[config.mk]
export PLATFORM = sky130hd
export DESIGN_NAME = reg_file8
export DESIGN_NICKNAME = d
export VERILOG_FILES = /design/src/rtl/reg_file_pkg.sv /design/src/rtl/reg_read_mux.sv /design/src/rtl/reg_file8.sv
export SDC_FILE = /design/constraint.sdc
export NUM_CORES = 1
export LEC_CHECK = 0
export ABC_AREA = 1
export BUFFER_PORTS_ARGS = -buffer_cell sky130_fd_sc_hd__buf_2
export CAP_MARGIN = 30
export CORE_ASPECT_RATIO = 0.8
export CORE_UTILIZATION = 43
export CTS_CLUSTER_DIAMETER = 50
export DETAILED_ROUTE_END_ITERATION = 8
export PLACE_DENSITY_LB_ADDON = 0.08
export SYNTH_ARGS = -nofsm -noshare
export SYNTH_HDL_FRONTEND = slang
export SYNTH_SLANG_ARGS = --single-unit
[constraint.sdc]
create_clock -name clk -period 0.8 [get_ports clk]
set_input_delay 0 -clock clk [delete_from_list [all_inputs] [get_ports clk]]
set_output_delay 0 -clock clk [all_outputs]
set_load 0.05 [all_outputs]
[src/rtl/reg_file_pkg.sv]
// Shared constants and types for the 8-entry register file.
package reg_file_pkg;
  localparam int REG_ADDR_W = 3;
  localparam int REG_COUNT  = 8;
  localparam int DATA_W     = 16;

  typedef logic [REG_ADDR_W-1:0] reg_addr_t;
endpackage

[src/rtl/reg_read_mux.sv]
// WIDTH-wide 8:1 word select, one 1-bit 8:1 mux cell per data bit.
import reg_file_pkg::*;

module mux8_cell (
  input  logic [REG_COUNT-1:0] d,
  input  reg_addr_t            sel,
  output logic                 y
);
  assign y = d[sel];
endmodule

module reg_read_mux #(
  parameter int WIDTH = DATA_W
) (
  input  logic [REG_COUNT-1:0][WIDTH-1:0] words,
  input  reg_addr_t                       sel,
  output logic [WIDTH-1:0]                word
);
  genvar gi;
  generate
    for (gi = 0; gi < WIDTH; gi++) begin : g_bit
      logic [REG_COUNT-1:0] bit_slice;
      // Gather bit gi of every register into one cell input vector.
      for (genvar gj = 0; gj < REG_COUNT; gj++) begin : g_word
        assign bit_slice[gj] = words[gj][gi];
      end
      mux8_cell u_cell (
        .d   (bit_slice),
        .sel (sel),
        .y   (word[gi])
      );
    end
  endgenerate
endmodule

[src/rtl/reg_file8.sv]
// 8 x WIDTH register file: one write port, two registered read ports with valid flags.
// Optional same-cycle write-to-read bypass: define REG_FILE8_WRITE_BYPASS_EN.
import reg_file_pkg::*;

module reg_file8 #(
  parameter int               WIDTH   = DATA_W,
  parameter logic [WIDTH-1:0] RST_VAL = '0
) (
  input  logic             clk,
  input  logic             rst_n,
  input  logic             we,
  input  reg_addr_t        waddr,
  input  logic [WIDTH-1:0] wdata,
  input  logic             re_a,
  input  reg_addr_t        raddr_a,
  output logic [WIDTH-1:0] rdata_a,
  output logic             rvalid_a,
  input  logic             re_b,
  input  reg_addr_t        raddr_b,
  output logic [WIDTH-1:0] rdata_b,
  output logic             rvalid_b
);
  logic [REG_COUNT-1:0][WIDTH-1:0] regs_reg;

  always_ff @(posedge clk or negedge rst_n) begin
    if (!rst_n) begin
      for (int i = 0; i < REG_COUNT; i++) regs_reg[i] <= RST_VAL;
    end else if (we) begin
      regs_reg[waddr] <= wdata;
    end
  end

  // Index 0 is port A, index 1 is port B.
  logic      [1:0]       port_re;
  reg_addr_t             port_addr [2];
  logic      [WIDTH-1:0] rdata_reg [2];
  logic      [1:0]       rvalid_reg;

  assign port_re      = {re_b, re_a};
  assign port_addr[0] = raddr_a;
  assign port_addr[1] = raddr_b;

  genvar gi;
  generate
    for (gi = 0; gi < 2; gi++) begin : g_port
      logic [WIDTH-1:0] mux_word;
      logic [WIDTH-1:0] rdata_next;

      reg_read_mux #(.WIDTH(WIDTH)) u_mux (
        .words (regs_reg),
        .sel   (port_addr[gi]),
        .word  (mux_word)
      );

`ifdef REG_FILE8_WRITE_BYPASS_EN
      assign rdata_next = (we && (waddr == port_addr[gi])) ? wdata : mux_word;
`else
      assign rdata_next = mux_word;
`endif

      always_ff @(posedge clk or negedge rst_n) begin
        if (!rst_n) begin
          rdata_reg[gi]  <= '0;
          rvalid_reg[gi] <= 1'b0;
        end else begin
          rvalid_reg[gi] <= port_re[gi];
          if (port_re[gi]) rdata_reg[gi] <= rdata_next;
        end
      end
    end
  endgenerate

  assign rdata_a  = rdata_reg[0];
  assign rdata_b  = rdata_reg[1];
  assign rvalid_a = rvalid_reg[0];
  assign rvalid_b = rvalid_reg[1];
endmodule

==> out/metrics.yaml, run 1 <==
seqPwrFrac: 0.396
critPathTopFamily: "flip-flops"
grt.met1_usage: 0.438
synth_top_family_by_area: "simple AND/OR/NAND/NOR gates"
routedWlPerCell_um: 17.9
place_hpwl_um: 18300
fp.dieArea_um2: 20500
yosys_register_bits: 162
synth_mux_area_frac: 0
clk_transition_reported_paths_ns: 0.07
cts_tree: "done"
cts-root-buf: "clkbuf_16"
post-route-period-util: 1.33
combinationalPowerShare: 0.307
utilization: 0.622
clockBufferDepth: 2
ir_worst_vdd_mv: 1.14
num-nets-final: 1395
status: "finished, violations left"
rows: 45
holdCritPathClass: "in2async"
drtIter0Drc: 813
initial_core_util: 0.445
violations: "negative hold slack, negative setup slack"
drv_cap: 0
syn_area_per_cell_um2: 7.10
ys_warn_count: 0
path_class: "reg2out"
cts_buffers: 17
synthXorXnorAreaFrac: 0
slew_viol_final: 0
leakage_nw: 6.10
p_sw_frac: 0.344
htreeDepth: 4
gp_congestion: 0.874
grt_util_met2: 0.412
route.detailed.drc: 0
crit_fanout: 2
grt_start_max_net_pins: 41
fin_worst_skew_ns: 0.0115
finalCriticalPeriod_ns: 1.06
rsz0062_at_grt: "true"
gr-total-overflow: 0
clkPwrFrac: 0.298
crit_buf_inv: 1
busiest_layer: "met1"
finalSetupViolations: 75
die_w_um: 160
antenna_cells: 0
core_area_um2: 19300
max_freq_mhz: 941
layout_common_cells: "408 x nand2_1, 130 x dfrtp_1, 113 x nand3_1"
final_common_cell: "nand2_1"
crit_required_ns: 0.80
vias: 8570
worst_path_largest_cell_delay_ns: 0.46
slowest_stage: "dfrtp_2"
fin_ws_ns: -0.263
slew_headroom: 0.777
drive_gt1_frac: 0.389
syn-num-nets: 1237
p_per_area_nw_per_um2: 2280
cts_num_sinks: 162
via_per_inst: 5.24
yosysSeqAreaShare: 0.473
clock_latency_ns: 0.44
area_growth_pct: 39.8
p_switching_mw: 9.40
largest_reg_flops: 128
power.internal_mw: 17.9
critPathLaunchType: "register"
postRouteAntennaNets: 0
critPathCaptureType: "output port"
crit_chain: "buf_6"
syn_area_um2: 8570
boundaryPins: 64
hold_viol_final: 12
timing.hold.ws_ns: -0.0242
port-buffer-count: 63
first_global_vias: 7765
first_pass_iters: 5
tightestPinTransition_ns: 0.335
yosysUniqueCellTypes: 17
post_synth_fa_ha_maj_area_fraction: 0
grtUsageMet3: 0.0696
drt-total-wl_um: 29300
synth_compound_area_frac: 0.0765
grt_pass1_wl_um: 44800
cp.arrival_ns: 1.06
grtUsageTotal: 0.292
synth_cells: 1207
synthSimpleGateAreaFrac: 0.335
die_y_um: 128
antenna_found_initial: 0
## synthesized netlist by cell type
| cell | instances | area share |
|---|---|---|
| dfrtp_1 | 162 | 0.47 |
| o21ai_0 | 80 | 0.047 |
| nor2_1 | 3 | 0.0013 |
| o21ai_1 | 44 | 0.026 |
| inv_2 | 4 | 0.0018 |
| buf_4 | 11 | 0.0096 |
| buf_1 | 4 | 0.0018 |
| nand3_1 | 224 | 0.13 |
| nand3_2 | 1 | 0.0012 |
| nand2_1 | 455 | 0.20 |
| buf_6 | 2 | 0.0026 |
| buf_2 | 48 | 0.028 |
| inv_1 | 152 | 0.067 |
| nor2_2 | 1 | 0.00073 |
| clkbuf_1 | 11 | 0.0048 |
| nor3_4 | 1 | 0.0019 |
| o21ai_2 | 4 | 0.0041 |
## routing by layer
layer  routed length [um]  share of wire  vias up
met4                  539          0.018        0
met2                12400           0.42      384
met3                 2490          0.085       48
met5                    0              0        -
met1                13900           0.47     4017
li1                     -              -     4121
## metrics by stage
step / setup slack [ns] / cell area [um2] / total power [mW] / TNS [ns] / instances
2_1_floorplan: -0.0258 / 8610 / 14.7 / -0.726 / 1207
3_3_place_gp: -0.264 / 9790 / 16.8 / -16.71 / 1530
3_5_place_dp: -0.248 / 9790 / 16.9 / -18.01 / 1530
4_1_cts: -0.265 / 11100 / 26.0 / -11.34 / 1600
5_1_grt: -0.290 / 12000 / 28.7 / -14.39 / 1635
6_report: -0.263 / 12000 / 27.3 / -11.63 / 1635
## repair_timing
item,in CTS,in global routing
hold buffers,19,0
endpoints found under the hold margin,244,0
gates cloned,0,0
endpoints found under the setup margin,66,73
setup buffers,20,39
gates resized for setup,160,218
pin swaps,70,95
## cell type report
class	count	area, um2
flip-flops and latches	162	4090
inverters	156	589
fillers	1739	7280
clock inverters	13	136
repair buffers	215	2160
multi-input cells	813	4240
well taps	258	323
clock buffers	18	439
## logic make-up (layout without fill, tap and decap cells)
| family | after synthesis | after routing |
|---|---|---|
| AO/OA/AOI/OAI | 128 | 128 |
| buffers and inverters | 232 | 402 |
| flip-flops | 162 | 162 |
| AND/OR/NAND/NOR | 685 | 685 |
## power by group through the flow
stage / Combinational (mW) / Sequential, mW / Clock, mW
2_1_floorplan: 3.42 / 11.3 / 0
6_report: 8.37 / 10.8 / 8.13
5_1_grt: 9.20 / 11.0 / 8.51
4_1_cts: 7.16 / 10.7 / 8.23
3_5_place_dp: 6.27 / 10.7 / 0
3_3_place_gp: 6.21 / 10.6 / 0
## path summary, 6_finish.rpt
| check | slack [ns] | start | cells past startpoint | to |
|---|---|---|---|---|
| max in group asynchronous | 0.31 | rst_n | 3 | regs_reg[101] |
| min in group clk | 0.10 | raddr_b[2] | 5 | rdata_b[10] |
| max | -0.26 | rdata_b[10] | 1 | rdata_b[10] |
| max reg2reg | -0.19 | regs_reg[20] | 6 | rdata_b[4] |
| min | -0.02 | rst_n | 2 | rvalid_a |
| min reg2reg | 0.49 | regs_reg[106] | 2 | regs_reg[106] |
(Power assumes the default switching activity.)
==> inputs of run 2 (changes only) <==
Settings changed: CORE_UTILIZATION 43 to 55, SKIP_LAST_GASP from default to 1.
==> out/metrics.yaml, run 2 (synthesis gave the netlist of run 1 again) <==
dp_slack_ns: -0.208  # was -0.248 ns
port-buffer-count: 63  # unchanged
grtUsageTotal: 0.364  # was 0.292
route.detailed.drc: 0  # unchanged
grt_pass1_wl_um: 43400  # was 44800 um
p_sw_frac: 0.333  # was 0.344
cts_buffers: 17  # unchanged
place_hpwl_um: 17600  # was 18300 um
antenna_found_initial: 0  # unchanged
crit_buf_inv: 1  # unchanged
initial_core_util: 0.567  # was 0.445
ir_worst_vdd_mv: 1.85  # was 1.14 mV
clk_transition_reported_paths_ns: 0.06  # was 0.07 ns
first_global_vias: 7666  # was 7765
crit_cells: 1  # unchanged
drt-total-wl_um: 29100  # was 29300 um
fin_area_um2: 11700  # was 12000 um2
setup_tns_ns: -11.94  # was -11.63 ns
critPathTopFamily: "flip-flops"  # unchanged
placed_area_um2: 9660  # was 9790 um2
rows: 40  # was 45
rr_worst_depth: 6  # unchanged
drtIter0Drc: 1183  # was 813
max_freq_mhz: 939  # was 941 MHz
combinationalPowerShare: 0.289  # was 0.307
post-route-period-util: 1.33  # about the same
leakage_nw: 6.02  # was 6.10 nW
clock_latency_ns: 0.44  # about the same
fin_ws_ns: -0.265  # was -0.263 ns
timing.hold.ws_ns: -0.0311  # was -0.0242 ns
routedWlPerCell_um: 18.5  # was 17.9 um
cts_num_sinks: 162  # unchanged
critPathLaunchType: "register"  # unchanged
critPathCaptureType: "output port"  # unchanged
drive_gt1_frac: 0.381  # was 0.389
die_y_um: 114  # was 128 um
utilization: 0.776  # was 0.622
vias: 8863  # was 8570
first_pass_iters: 6  # was 5
slew_headroom: 0.782  # was 0.777
crit_chain: "buf_6"  # unchanged
hold_viol_final: 11  # was 12
gr-total-overflow: 0  # unchanged
area_growth_pct: 36.9  # was 39.8%
postRouteAntennaNets: 0  # unchanged
slowest_stage: "dfrtp_2"  # unchanged
rsz0062_at_grt: "true"  # unchanged
fillers: 1084  # was 1739
cts-root-buf: "clkbuf_16"  # unchanged
crit_required_ns: 0.80  # about the same
startpoint: "rdata_a[7]"  # was rdata_b[10]
htreeDepth: 4  # unchanged
seqPwrFrac: 0.386  # was 0.396
die_w_um: 142  # was 160 um
path_class: "reg2out"  # unchanged
fp.dieArea_um2: 16100  # was 20500 um2
r2r_start: "regs_reg[123]"  # was regs_reg[20]
via_per_inst: 5.64  # was 5.24
clockBufferDepth: 2  # unchanged
gp_congestion: 0.908  # was 0.874
core_area_um2: 15100  # was 19300 um2
postCtsHoldBufs: 19  # unchanged
final_common_cell: "nand2_1"  # unchanged
cp.arrival_ns: 1.07  # was 1.06 ns
layout_common_cells: "413 x nand2_1, 130 x dfrtp_1, 116 x inv_2"  # was 408 x nand2_1, 130 x dfrtp_1, 113 x nand3_1
power.internal_mw: 18.7  # was 17.9 mW
fin_worst_skew_ns: 0.00630  # was 0.0115 ns
antenna_cells: 0  # unchanged
largest_reg_flops: 128  # unchanged
violations: "negative hold slack, negative setup slack"  # unchanged
holdCritPathClass: "in2async"  # unchanged
crit_fanout: 2  # unchanged
finalSetupViolations: 68  # was 75
slew_viol_final: 0  # unchanged
p_switching_mw: 9.36  # was 9.40 mW
finalCriticalPeriod_ns: 1.07  # was 1.06 ns
grt_start_max_net_pins: 40  # was 41
clkPwrFrac: 0.325  # was 0.298
tightestPinTransition_ns: 0.327  # was 0.335 ns
drv_cap: 0  # unchanged
boundaryPins: 64  # unchanged
num-nets-final: 1378  # was 1395
p_per_area_nw_per_um2: 2390  # was 2280 nW/um2
status: "finished, violations left"  # unchanged
cts_tree: "done"  # unchanged
worst_path_largest_cell_delay_ns: 0.45  # was 0.46 ns
## run 2: cell types whose count changed in the layout (fill, tap and decap cells not counted), sizes merged
cell / previous run / this run
bufinv: 2 / 5
clkinv: 6 / 4
buf: 196 / 179
clkbuf: 18 / 23
clkinvlp: 5 / 0
## run 2: repair_timing
action                     4_1_cts  5_1_grt
gates resized for setup        158      187
setup buffers                   13       31
hold endpoints to repair       266       11
setup endpoints to repair       67       72
pin swaps                       60       87
## run 2: metal layers
layer  up-vias  GRT usage  part of all wire
met4         0     0.0853             0.027
met5         -          0                 0
met2       570      0.516              0.43
met1      4136      0.536              0.41
met3        87      0.120              0.13
li1       4070          -                 -
## run 2: area by class of cell
class                      count  area, um2  share of cell area
clock buffer                  23        478              0.0407
clock inverter                 9        178              0.0151
inverter                     156        586              0.0499
multi-input combinational    813       4200               0.358
sequential                   162       4090               0.349
tap                          210        263              0.0224
timing repair buffer         198       1940               0.165
## run 2: path summary, 6_finish.rpt
check,endpoint,slack (ns)
hold reg to reg,regs_reg[69],0.50
hold / removal,rvalid_a,-0.03
setup / recovery,rdata_a[7],-0.27
setup reg to reg,rdata_b[11],-0.20
min in group clk,rdata_a[8],0.10
max in group asynchronous,rdata_b[13],0.34
## run 2: metrics by stage
step	instances	total power, mW
after global placement	1476	16.7
after global routing	1571	29.3
after CTS	1540	26.8
after floorplan	1207	14.7
after detailed placement	1476	16.9
final	1571	28.1
## run 2: power groups by stage
stage               Clock [mW]  Sequential (mW)  Combinational [mW]
detailed placement           0             10.7                6.22
global placement             0             10.6                6.10
floorplan                    0             11.3                3.42
global route              9.53             11.0                8.84
finish                    9.13             10.8                8.12
CTS                       9.16             10.7                6.94
==> inputs of run 3 (changes only) <==
Settings changed: CORE_MARGIN from default to 10, CORE_UTILIZATION 55 to 57, CTS_BUF_LIST from default to sky130_fd_sc_hd__clkbuf_2 sky130_fd_sc_hd__clkbuf_4 sky130_fd_sc_hd__clkbuf_8.
==> out/metrics.yaml, run 3 (synthesis gave the netlist of run 1 again) <==
status: "finished, violations left"  # unchanged
violations: "negative hold slack, negative setup slack"  # unchanged
setup_tns_ns: -15.03  # was -11.94 ns
die_y_um: 130  # was 114 um
cts-root-buf: "clkbuf_8"  # was clkbuf_16
crit_buf_inv: 1  # unchanged
first_pass_iters: 6  # unchanged
p_per_area_nw_per_um2: 2180  # was 2390 nW/um2
cts_buffers: 17  # unchanged
boundaryPins: 64  # unchanged
grtUsageTotal: 0.276  # was 0.364
finalSetupViolations: 77  # was 68
slew_viol_final: 0  # unchanged
grt.met1_usage: 0.367  # was 0.536
htreeDepth: 4  # unchanged
die_w_um: 157  # was 142 um
vias: 9162  # was 8863
clk_transition_reported_paths_ns: 0.09  # was 0.06 ns
rows: 39  # was 40
rrSetupSlack_ns: -0.24  # was -0.20 ns
drive_gt1_frac: 0.412  # was 0.381
cp.arrival_ns: 1.13  # was 1.07 ns
slowest_stage: "dfrtp_2"  # unchanged
layout_common_cells: "402 x nand2_1, 130 x dfrtp_1, 124 x nand3_2"  # was 413 x nand2_1, 130 x dfrtp_1, 116 x inv_2
first_global_vias: 8073  # was 7666
fin_worst_skew_ns: 0.0206  # was 0.00630 ns
path_class: "reg2out"  # unchanged
busiest_layer: "met2"  # was met1
via_per_inst: 5.85  # was 5.64
ir_worst_vdd_mv: 1.89  # was 1.85 mV
r2r-end: "rdata_b[6]"  # was rdata_b[11]
rr_worst_depth: 6  # unchanged
postCtsHoldBufs: 19  # unchanged
clock_latency_ns: 0.49  # was 0.44 ns
slew_headroom: 0.788  # was 0.782
route.detailed.drc: 0  # unchanged
cts_tree: "done"  # unchanged
gp_congestion: 0.889  # was 0.908
fillers: 890  # was 1084
core_area_um2: 14500  # was 15100 um2
largest_reg_flops: 128  # unchanged
finalCriticalPeriod_ns: 1.13  # was 1.07 ns
place_hpwl_um: 17300  # was 17600 um
fp.dieArea_um2: 20400  # was 16100 um2
num-nets-final: 1398  # was 1378
hold_viol_final: 13  # was 11
post-route-period-util: 1.41  # was 1.33
critPathTopFamily: "flip-flops"  # unchanged
worst_path_largest_cell_delay_ns: 0.47  # was 0.45 ns
grtUsageMet3: 0.107  # was 0.120
r2r_start: "regs_reg[118]"  # was regs_reg[123]
max_freq_mhz: 889  # was 939 MHz
grt_util_met2: 0.409  # was 0.516
drv_cap: 0  # unchanged
critPathCaptureType: "output port"  # unchanged
antenna_found_initial: 0  # unchanged
crit_fanout: 2  # unchanged
critPathLaunchType: "register"  # unchanged
drtIter0Drc: 1403  # was 1183
gr-total-overflow: 0  # unchanged
fin_ws_ns: -0.325  # was -0.265 ns
routedWlPerCell_um: 19.6  # was 18.5 um
clockBufferDepth: 2  # unchanged
holdCritPathClass: "in2async"  # unchanged
port-buffer-count: 63  # unchanged
antenna_cells: 0  # unchanged
area_growth_pct: 38.6  # was 36.9%
crit_chain: "buf_6"  # unchanged
crit_required_ns: 0.80  # about the same
leakage_nw: 6.07  # was 6.02 nW
timing.hold.ws_ns: -0.0785  # was -0.0311 ns
rsz0062_at_grt: "true"  # unchanged
initial_core_util: 0.591  # was 0.567
grt_pass1_wl_um: 44000  # was 43400 um
drt-total-wl_um: 30600  # was 29100 um
postRouteAntennaNets: 0  # unchanged
tightestPinTransition_ns: 0.319  # was 0.327 ns
grt_start_max_net_pins: 53  # was 40
final_common_cell: "nand2_1"  # unchanged
cts_num_sinks: 162  # unchanged
dp_slack_ns: -0.251  # was -0.208 ns
-- run 3: cell types whose count changed in the layout (fill, tap and decap cells not counted), moves of 11 or more --
cell,previous run,this run
nand3_2,113,124
nand2_1,413,402
clkbuf_8,3,17
buf_4,89,102
nand2_2,42,53
nand3_1,112,90
nand3_4,0,11
clkbuf_16,17,0
o21ai_0,74,63
-- run 3: worst max path at each step --
stage	start	to	slack, ns	cells past startpoint
floorplan	regs_reg[27]	rdata_a[11]	-0.03	6
global placement	raddr_b[0]	rdata_b[14]	-0.25	8
detailed placement	raddr_b[0]	rdata_b[14]	-0.25	8
CTS	rdata_a[10]	rdata_a[10]	-0.31	1
global route	rdata_a[10]	rdata_a[10]	-0.35	1
finish	rdata_a[0]	rdata_a[0]	-0.33	1
-- run 3: metrics by stage --
stage	power (mW)	instances	area [um2]	utilization	hold slack [ns]
finish	25.9	1565	11900	0.820	-0.0785
global route	27.1	1565	11900	0.820	-0.0670
CTS	24.2	1538	11000	0.756	-0.0795
detailed placement	17.0	1457	9720	0.670	-0.143
global placement	16.8	1457	9720	0.670	-0.142
floorplan	14.7	1207	8610	-	-0.296
-- run 3: layout make-up --
type	count	area, um2	share of cell area
inverters	156	586	0.0493
clock inverters	14	166	0.0140
well taps	184	230	0.0194
repair buffers	218	2130	0.179
clock buffers	18	241	0.0203
flip-flops and latches	162	4090	0.345
multi-input cells	813	4440	0.373
-- run 3: per-layer routing --
| layer | up-vias | share of wire |
|---|---|---|
| met5 | - | 0 |
| met4 | 0 | 0.034 |
| met3 | 116 | 0.13 |
| met2 | 627 | 0.44 |
| met1 | 4308 | 0.39 |
| li1 | 4111 | - |
-- run 3: what timing repair did --
item	4_1_cts	5_1_grt
endpoints found under the hold margin	311	13
pin swaps	54	101
setup buffers	31	33
cloned	0	0
setup endpoints to repair	67	87
gates resized for setup	154	242
-- run 3: power by group --
group          leakage, nW  internal [mW]  switching [mW]
clock network        0.186           3.09            3.26
registers             1.98           9.70            1.05
logic                 3.90           3.60            5.22
total                 6.07           16.4            9.52
